==> src/rtl/conv_enc_pkg.sv <==
// Shared definitions for the convolutional-encoder feed path:
// code constraint length, default widths and the feeder FSM encoding.
package conv_enc_pkg;

    localparam int K             = 7;
    localparam int DATA_W_DEF    = 8;
    localparam int TAIL_BITS_DEF = K - 1;
    localparam int BLK_BYTES_DEF = 16;

    typedef enum logic [2:0] {
        ST_IDLE  = 3'd0,
        ST_FETCH = 3'd1,
        ST_LOAD  = 3'd2,
        ST_SHIFT = 3'd3,
        ST_TAIL  = 3'd4,
        ST_DONE  = 3'd5
    } state_e;

endpackage

==> src/rtl/conv_enc_feeder_if.sv <==
// FIFO read port and encoder bit stream seen by the feeder.
// master = feeder side, slave = FIFO/encoder side.
interface conv_enc_feeder_if import conv_enc_pkg::*; #(
    parameter int DATA_W = DATA_W_DEF
) ();

    logic              fifo_empty;
    logic              fifo_rdreq;
    logic [DATA_W-1:0] fifo_q;
    logic              enc_bit;
    logic              enc_valid;
    logic              enc_ready;
    logic              enc_sob;
    logic              enc_eob;
    logic              enc_tail;

    modport master (
        input  fifo_empty, fifo_q, enc_ready,
        output fifo_rdreq, enc_bit, enc_valid, enc_sob, enc_eob, enc_tail
    );

    modport slave (
        output fifo_empty, fifo_q, enc_ready,
        input  fifo_rdreq, enc_bit, enc_valid, enc_sob, enc_eob, enc_tail
    );

endinterface

==> src/rtl/byte_serializer.sv <==
// Parallel-load, MSB-first shift register with a bit counter that
// flags the first and last bit of the loaded word.
module byte_serializer import conv_enc_pkg::*; #(
    parameter int DATA_W = DATA_W_DEF
) (
    input  logic              clock,
    input  logic              reset,
    input  logic              load,
    input  logic              shift,
    input  logic [DATA_W-1:0] din,
    output logic              msb,
    output logic              first_bit,
    output logic              last_bit
);

    localparam int BIT_W = $clog2(DATA_W);

    logic [DATA_W-1:0] sreg_q, sreg_d;
    logic [BIT_W-1:0]  bit_cnt_q, bit_cnt_d;

    // NOTE: every always_comb output gets a default first so no path leaves it unassigned (no latch).
    always_comb begin
        sreg_d    = sreg_q;
        bit_cnt_d = bit_cnt_q;
        if (load) begin
            sreg_d    = din;
            bit_cnt_d = '0;
        end else if (shift) begin
            sreg_d    = {sreg_q[DATA_W-2:0], 1'b0};
            bit_cnt_d = bit_cnt_q + 1'b1;
        end
    end

    // NOTE: state flops use non-blocking assignments so every flop samples pre-edge values.
    always_ff @(posedge clock or negedge reset) begin
        if (!reset) begin
            sreg_q    <= '0;
            bit_cnt_q <= '0;
        end else begin
            sreg_q    <= sreg_d;
            bit_cnt_q <= bit_cnt_d;
        end
    end

    assign msb       = sreg_q[DATA_W-1];
    assign first_bit = (bit_cnt_q == '0);
    assign last_bit  = (bit_cnt_q == BIT_W'(DATA_W - 1));

endmodule

==> src/rtl/conv_enc_feeder.sv <==
// Block sequencer: pops BLK_BYTES bytes from the FIFO, streams them MSB-first
// to the encoder, then appends TAIL_BITS zero bits to flush the trellis.
module conv_enc_feeder import conv_enc_pkg::*; #(
    parameter int DATA_W    = DATA_W_DEF,
    parameter int BLK_BYTES = BLK_BYTES_DEF,
    parameter int TAIL_BITS = TAIL_BITS_DEF
) (
    input  logic              clock,
    input  logic              reset,
    input  logic              start,
    conv_enc_feeder_if.master bus,
    output logic              busy,
    output logic              done
);

    localparam int BYTE_W = $clog2(BLK_BYTES + 1);

    state_e            state_q, state_d;
    logic [BYTE_W-1:0] byte_cnt_q, byte_cnt_d;
    logic [3:0]        tail_cnt_q, tail_cnt_d;
    logic              first_q, first_d;

    logic ser_load, ser_shift, ser_msb, ser_first, ser_last;
    logic rdreq, valid, enc_bit, sob, eob, tail;

    byte_serializer #(.DATA_W(DATA_W)) u_ser (
        .clock     (clock),
        .reset     (reset),
        .load      (ser_load),
        .shift     (ser_shift),
        .din       (bus.fifo_q),
        .msb       (ser_msb),
        .first_bit (ser_first),
        .last_bit  (ser_last)
    );

    always_comb begin
        state_d    = state_q;
        byte_cnt_d = byte_cnt_q;
        tail_cnt_d = tail_cnt_q;
        first_d    = first_q;
        ser_load   = 1'b0;
        ser_shift  = 1'b0;
        rdreq      = 1'b0;
        valid      = 1'b0;
        enc_bit    = 1'b0;
        sob        = 1'b0;
        eob        = 1'b0;
        tail       = 1'b0;
        busy       = 1'b0;
        done       = 1'b0;
        case (state_q)
            ST_IDLE: begin
                if (start) begin
                    state_d    = ST_FETCH;
                    byte_cnt_d = '0;
                    first_d    = 1'b1;
                end
            end
            ST_FETCH: begin
                busy  = 1'b1;
                rdreq = !bus.fifo_empty;
                if (!bus.fifo_empty) state_d = ST_LOAD;
            end
            ST_LOAD: begin
                // FIFO output is registered: the popped byte is on fifo_q now.
                busy       = 1'b1;
                ser_load   = 1'b1;
                byte_cnt_d = byte_cnt_q + 1'b1;
                state_d    = ST_SHIFT;
            end
            ST_SHIFT: begin
                busy    = 1'b1;
                valid   = 1'b1;
                enc_bit = ser_msb;
                sob     = first_q && ser_first;
                if (bus.enc_ready) begin
                    ser_shift = 1'b1;
                    first_d   = 1'b0;
                    if (ser_last) begin
                        if (byte_cnt_q == BYTE_W'(BLK_BYTES)) begin
                            state_d    = ST_TAIL;
                            tail_cnt_d = '0;
                        end else begin
                            state_d = ST_FETCH;
                        end
                    end
                end
            end
            ST_TAIL: begin
                busy  = 1'b1;
                valid = 1'b1;
                tail  = 1'b1;
                eob   = (tail_cnt_q == 4'(TAIL_BITS - 1));
                if (bus.enc_ready) begin
                    tail_cnt_d = tail_cnt_q + 4'd1;
                    if (eob) state_d = ST_DONE;
                end
            end
            ST_DONE: begin
                done    = 1'b1;
                state_d = ST_IDLE;
            end
            default: state_d = ST_IDLE;
        endcase
    end

    always_ff @(posedge clock or negedge reset) begin
        if (!reset) begin
            state_q    <= ST_IDLE;
            byte_cnt_q <= '0;
            tail_cnt_q <= '0;
            first_q    <= 1'b0;
        end else begin
            state_q    <= state_d;
            byte_cnt_q <= byte_cnt_d;
            tail_cnt_q <= tail_cnt_d;
            first_q    <= first_d;
        end
    end

    assign bus.fifo_rdreq = rdreq;
    assign bus.enc_valid  = valid;
    assign bus.enc_bit    = enc_bit;
    assign bus.enc_sob    = sob;
    assign bus.enc_eob    = eob;
    assign bus.enc_tail   = tail;

endmodule

==> src/flat_wrapper.sv <==
// flat-port wrapper written by rule: the top's interface ports become plain ports
module conv_enc_feeder_flat import conv_enc_pkg::*;
#(
    parameter int DATA_W    = DATA_W_DEF,
    parameter int BLK_BYTES = BLK_BYTES_DEF,
    parameter int TAIL_BITS = TAIL_BITS_DEF
)
  (clock, reset, start, busy, done, bus_fifo_empty, bus_fifo_q, bus_enc_ready, bus_fifo_rdreq, bus_enc_bit, bus_enc_valid, bus_enc_sob, bus_enc_eob, bus_enc_tail);
  conv_enc_feeder_if #(.DATA_W(DATA_W)) bus_i ();
  input  logic clock;
  input  logic reset;
  input  logic start;
  output logic busy;
  output logic done;
  input wire logic [$bits(bus_i.fifo_empty)-1:0] bus_fifo_empty;
  input wire logic [$bits(bus_i.fifo_q)-1:0] bus_fifo_q;
  input wire logic [$bits(bus_i.enc_ready)-1:0] bus_enc_ready;
  output wire logic [$bits(bus_i.fifo_rdreq)-1:0] bus_fifo_rdreq;
  output wire logic [$bits(bus_i.enc_bit)-1:0] bus_enc_bit;
  output wire logic [$bits(bus_i.enc_valid)-1:0] bus_enc_valid;
  output wire logic [$bits(bus_i.enc_sob)-1:0] bus_enc_sob;
  output wire logic [$bits(bus_i.enc_eob)-1:0] bus_enc_eob;
  output wire logic [$bits(bus_i.enc_tail)-1:0] bus_enc_tail;
  assign bus_i.fifo_empty = bus_fifo_empty;
  assign bus_i.fifo_q = bus_fifo_q;
  assign bus_i.enc_ready = bus_enc_ready;
  assign bus_fifo_rdreq = bus_i.fifo_rdreq;
  assign bus_enc_bit = bus_i.enc_bit;
  assign bus_enc_valid = bus_i.enc_valid;
  assign bus_enc_sob = bus_i.enc_sob;
  assign bus_enc_eob = bus_i.enc_eob;
  assign bus_enc_tail = bus_i.enc_tail;
  conv_enc_feeder #(.DATA_W(DATA_W), .BLK_BYTES(BLK_BYTES), .TAIL_BITS(TAIL_BITS)) u_core (.clock(clock), .reset(reset), .start(start), .bus(bus_i), .busy(busy), .done(done));
endmodule
==> config.mk <==
export PLATFORM = sky130hd
export DESIGN_NAME = conv_enc_feeder_flat
export DESIGN_NICKNAME = d
export VERILOG_FILES = /design/src/rtl/conv_enc_pkg.sv /design/src/rtl/conv_enc_feeder_if.sv /design/src/rtl/byte_serializer.sv /design/src/rtl/conv_enc_feeder.sv /design/src/flat_wrapper.sv
export SDC_FILE = /design/constraint.sdc
export NUM_CORES = 1
export LEC_CHECK = 0
export CAP_MARGIN = 15
export CELL_PAD_IN_SITES_DETAIL_PLACEMENT = 1
export CELL_PAD_IN_SITES_GLOBAL_PLACEMENT = 1
export CORE_ASPECT_RATIO = 1.1
export CORE_MARGIN = 1
export CORE_UTILIZATION = 43
export CTS_BUF_LIST = sky130_fd_sc_hd__clkbuf_4 sky130_fd_sc_hd__clkbuf_8
export CTS_CLUSTER_SIZE = 14
export DETAILED_ROUTE_END_ITERATION = 12
export GPL_ROUTABILITY_DRIVEN = 0
export PLACE_DENSITY = 0.89
export SKIP_LAST_GASP = 1
export SYNTH_ARGS = -nofsm -noshare
export SYNTH_HDL_FRONTEND = slang
export SYNTH_SLANG_ARGS = --single-unit
==> constraint.sdc <==
create_clock -name clock -period 1.8 [get_ports clock]
set_input_delay 0.36 -clock clock [delete_from_list [all_inputs] [get_ports clock]]
set_output_delay 0.36 -clock clock [all_outputs]
set_load 0.005 [all_outputs]
# [Yosys cells after proc, flatten, opt, wreduce, memory -nomap -nowiden]
# Cells that the tools add are included.
[op_classes] n_addsub=3 n_eq_ne=15 n_mux=33 reduce_logical=14
[op_table] operator="2-to-1 mux 3 bit" n=9
[op_table] operator="2-to-1 mux 4 bit" n=4
[op_table] operator="2-to-1 mux 8 bit" n=2
[op_table] operator="one-hot mux 3 bit (5 select lines)" n=1
[op_table] operator="2-to-1 mux 1 bit" n=13
[op_table] operator="one-hot mux 5 bit (2 select lines)" n=1
[op_table] operator="equality test 3 bit, second input constant" n=3
[op_table] operator="inequality test 2 bit, second input constant" n=4
[op_table] operator="one-hot mux 4 bit (2 select lines)" n=1
[op_table] operator="nonzero test 2 bit" n=4
[op_table] operator="equality test 3 x 2 -> 1 bit, second input constant" n=2
[op_table] operator="zero test 3 bit" n=2
[op_table] operator="inequality test 2 x 1 -> 1 bit, second input constant" n=3
[op_table] operator="AND reduction 6 bit" n=1
[op_table] operator="adder 5 x 1 -> 5 bit, second input constant" n=1
[op_table] operator="equality test 5 bit, second input constant" n=1
[op_table] operator="2-to-1 mux 5 bit" n=1
[op_table] operator="AND reduction 5 bit" n=1
[op_table] operator="adder 4 x 1 -> 4 bit, second input constant" n=1
[op_table] operator="equality test 4 x 3 -> 1 bit, second input constant" n=1
[op_table] operator="OR reduction 4 bit" n=1
[op_table] operator="adder 3 x 1 -> 3 bit, second input constant" n=1
[op_table] operator="equality test 3 x 1 -> 1 bit, second input constant" n=1
[op_table] operator="AND reduction 3 bit" n=1
[op_table] operator="other kinds (5)" n=5
[totals] regBits=24 output_inout_bits=8 word_cells=71

# [Longest topological paths before layout]
[logic_depth] depth_word=5 ltp_mapped=6

# [Modules after synthesis]
# Synthesis repeated with hierarchy kept, for this count alone.
[unflattened] cells_unflattened=143 area_unflattened_um2=1372.6
[by_module_without_submodules] mod="conv_enc_feeder" instances=1 cells_each=93 seq_area_each_um2=325.3 area_per_inst_um2=835.8
[by_module_without_submodules] mod="byte_serializer" instances=1 cells_each=50 seq_area_each_um2=275.3 area_per_inst_um2=536.8

# [Worst setup path before layout]
# Ideal clock, no wire load.
[synth_path] path_type="register to register" startpoint="reg u_core.byte_cnt_q[0]" endpoint="reg u_core.tail_cnt_q[2]" setup_ns=0.121 path_stages_with_launch=7 setup_slack_ns=0.399 arrival_ns=1.280 n_path_buf=0 required_ns=1.679 cell_sequence="dfrtp_1 > inv_1 > ha_1 > and4bb_2 > and3_4 > o21ai_2 > a22o_1"
[synth_between] elab_chain_len=3
[synth_rtl] element="start: declaration" line="conv_enc_feeder.sv:19" source="logic [BYTE_W-1:0] byte_cnt_q, byte_cnt_d;"
[synth_rtl] element="start signal: assignment" line="conv_enc_feeder.sv:116" source="byte_cnt_q <= byte_cnt_d;"
[synth_rtl] element="equality test 5 bit" line="conv_enc_feeder.sv:81" source="if (byte_cnt_q == BYTE_W'(BLK_BYTES)) begin"
[synth_rtl] element="inequality test 2 x 1 -> 1 bit (no source line)"
[synth_rtl] element="AND reduction 5 bit (no source line)"
[synth_rtl] element="end signal: assignment" line="conv_enc_feeder.sv:117" source="tail_cnt_q <= tail_cnt_d;"
[synth_rtl] element="end: declaration" line="conv_enc_feeder.sv:20" source="logic [3:0] tail_cnt_q, tail_cnt_d;"
# Every way passes these cells.
# A chain may end at the register's enable or synchronous reset.

# [Final worst setup path]
[layout_path] startpoint="reg u_core.state_q[1]" endpoint="out bus_enc_valid"
[layout_between] elab_chain_len=3
[layout_rtl] element="start: declaration" line="conv_enc_feeder.sv:18" source="state_e state_q, state_d;"
[layout_rtl] element="start signal: assignment" line="conv_enc_feeder.sv:115" source="state_q <= state_d;"
[layout_rtl] element="equality test 3 x 2 -> 1 bit / equality test 3 bit (equally long branches)" line="conv_enc_feeder.sv:52" source="case (state_q)"
[layout_rtl] element="OR reduction 2 bit (no source line) (*)"
[layout_rtl] element="2-to-1 mux 1 bit (*)" line="conv_enc_feeder.sv:52"
[layout_rtl] element="end: declaration" line="flat_wrapper.sv:20" source="output wire logic [$bits(bus_i.enc_valid)-1:0] bus_enc_valid;"
# Every way passes the cells marked *; elsewhere a longest branch is shown, timed or not.

==> reports/qor.yml <==
status: "complete, but fails checks"
violations: "setup timing"
rows: 21
hold_ws_ns: 0.380
place_ws_ns: -0.364
drtAntennaViolNets: 0
vias: 1334
hpwl_um: 2740
insertion_delay_ns: 0.32
leakage_uw: 0.000987
slew_headroom: 0.633
cp-end-kind: "primary output"
hold_viol: 0
grt_pass1_wl_um: 6970
numCtsBuffers: 3
antenna_found_initial: 0
postLayoutCoreUtil: 0.661
num_antenna_cells: 0
pwr-share-comb: 0.575
dp.cells: 215
finalSetupViolations: 5
internal_power_uw: 1900
ys_async_sr_fraction: 1.00
crit_buf_inv: 4
grt_usage: 0.273
synth.largest_area_cell: "dfrtp_1"
drtIter0Drc: 73
slowest_delay_ns: 0.47
critPathKind: "reg -> out"
grt_pass1_vias: 1403
p_sw_frac: 0.398
crit_path_top_delay_cell: "dfrtp_2"
drv_cap: 0
drtPass1Iterations: 4
cts_buffer_depth: 2
post-route-period-util: 1.05
r2r_slack_ns: -0.03
cts_tree: "done"
io_pins: 21
stdcell_count: 235
cts_root_buffer: "clkbuf_4"
fin_crit_ns: 1.89
fin_skew_ns: 0.00764
synth-seq-area-share: 0.432
htreeDepth: 1
switchingPower_uw: 1260
syn-num-nets: 164
die_w_um: 56.2
hp-class: "in -> async"
slew_violations: 0
dieArea_um2: 3470
drive_gt1_frac: 0.413
p_total_uw: 3160
die_height_um: 61.7
rr_worst_depth: 7
area_growth_pct: 46.1
fp.coreArea_um2: 3070
ir_worst_vdd_v: 0.000918
cpLargestDelayFamily: "buffers and inverters"
crit_path_cell_trace: "buf_6 > buf_6 > nand3b_1 > buf_4 > nand2_2 > buf_2"
p_clk_frac: 0.128
postSynthCellCount: 144
rsz0062_at_grt: "true"
clk_pin_slew_ns: 0.15
fmax_mhz: 529
synth_warnings: 0
numPortBuffers: 20
cp_max_fo: 3
initial_core_util: 0.453
critPathLaunchType: "register"
power_density_nw_per_um2: 1550
cts.sinks: 24
rr_startpoint: "u_core.state_q[1]$_DFFE_PN0P_"
syn_avg_cell_area_um2: 9.66
routed_wl_um: 4990
synth_edf_count: 0
tightest_slew_ns: 0.547
setup_ws_ns: -0.0914
r2r-end: "u_core.u_ser.sreg_q[5]$_DFFE_PN0P_"
num-nets-final: 222
grt_overflow_total: 0
power.share.sequential: 0.297
synth_top_cells_by_area: "dfrtp_1 43%, ha_1 6.3%, nand2_1 4.6%"
wire_per_inst_um: 21.2
arrival_ns: 1.53
via_per_inst: 5.68
synth-seq-cells: 24
ys_types: 41
ys.flop_type: "dfrtp_1"
synth_area_um2: 1390
path_common_cell: "buf_6"
route.detailed.drc: 0
cp.required_ns: 1.44
synth_top_area_frac: 0.432
grt_max_degree: 25
-- repair_timing --
action | in CTS | in global routing
hold buffers | 0 | 0
resized for setup | 20 | 36
setup endpoints to repair | 8 | 30
pin swaps | 4 | 9
setup buffers | 13 | 4
cloned | 0 | 2
-- worst max path at each step --
| stage | start | to | slack (ns) | cells after the start |
|---|---|---|---|---|
| floorplan | u_core.byte_cnt_q[0]$_DFFE_PN0P_ | u_core.tail_cnt_q[2]$_DFFE_PN0P_ | 0.40 | 6 |
| global placement | bus_fifo_empty | bus_fifo_rdreq | -0.32 | 4 |
| detailed placement | bus_fifo_empty | bus_fifo_rdreq | -0.36 | 4 |
| CTS | u_core.state_q[1]$_DFFE_PN0P_ | bus_enc_bit | -0.16 | 6 |
| global route | u_core.u_ser.bit_cnt_q[0]$_DFFE_PN0P_ | bus_enc_sob | -0.14 | 5 |
| finish | u_core.state_q[1]$_DFFE_PN0P_ | bus_enc_valid | -0.09 | 6 |
-- power groups by stage --
| stage | logic (uW) | registers, uW | clock network (uW) |
|---|---|---|---|
| final | 1820 | 939 | 406 |
| after CTS | 1480 | 911 | 406 |
| after detailed placement | 1310 | 911 | 0 |
| after floorplan | 809 | 864 | 0 |
| after global placement | 1210 | 885 | 0 |
| after global routing | 1950 | 953 | 433 |
-- worst reg2reg max path: cells and delay by family, from the launching register on --
family	cells	cell delay [ns]
flip-flops	1	0.45
AND/OR/NAND/NOR	2	0.55
buffers and inverters	4	0.55
AO/OA/AOI/OAI	1	0.18
-- cells in the final DEF (no fill, tap or decap), types with 4 or more instances in the layout --
| cell | count |
|---|---|
| buf_2 | 4 |
| buf_4 | 33 |
| buf_6 | 5 |
| clkdlybuf4s50_1 | 12 |
| dfrtp_1 | 23 |
| ha_1 | 7 |
| inv_1 | 5 |
| mux2i_1 | 4 |
| nand2_1 | 16 |
| nand3_1 | 9 |
| nor2_1 | 14 |
| o21ai_0 | 4 |
| o21ai_2 | 4 |
| o22ai_1 | 4 |
-- sequential cells by signal, indices dropped and copies added (netlist names) --
register / count
u_core.tail_cnt_q: 4
u_core.u_ser.sreg_q: 8
u_core.state_q: 3
u_core.u_ser.bit_cnt_q: 3
u_core.first_q: 1
u_core.byte_cnt_q: 5
-- Yosys cell counts (all sizes together), types with 4 or more instances --
cell   instances
dfrtp         24
nand2         20
nor2          17
o21ai         11
nand3          9
buf            7
ha             7
inv            7
o22ai          5
a21oi          4
mux2i          4
nor3           4
-- layout make-up --
type / count / area (um^2)
Clock inverter: 1 / 30.0
Sequential cell: 24 / 602
Inverter: 7 / 26.3
Clock buffer: 3 / 22.5
Fill cell: 337 / 1040
Tap cell: 34 / 42.5
Timing Repair Buffer: 60 / 534
Multi-Input combinational cell: 106 / 776
-- metrics by stage --
stage / setup TNS, ns / instance area, um^2
CTS: -1.40 / 1910
detailed placement: -0.823 / 1750
global route: -0.582 / 2030
finish: -0.280 / 2030
global placement: -0.336 / 1750
floorplan: 0 / 1390
-- per-layer routing --
| metal | part of all wire | up-vias | track usage | wire length [um] |
|---|---|---|---|---|
| met5 | 0 | - | 0 | 0 |
| met3 | 0.032 | 18 | 0.0252 | 158 |
| met2 | 0.55 | 34 | 0.539 | 2720 |
| met4 | 0.028 | 0 | 0.129 | 138 |
| li1 | - | 609 | - | - |
| met1 | 0.39 | 673 | 0.301 | 1970 |
-- logic make-up after synthesis --
group,share of synthesized area
AO/OA/AOI/OAI,0.158
XOR/XNOR,0.0189
adder cells (fa/ha/maj),0.0629
buffers and inverters,0.0620
flip-flops,0.432
multiplexers,0.0288
AND/OR/NAND/NOR,0.237
Note: power is estimated with default switching activity, not from simulation.
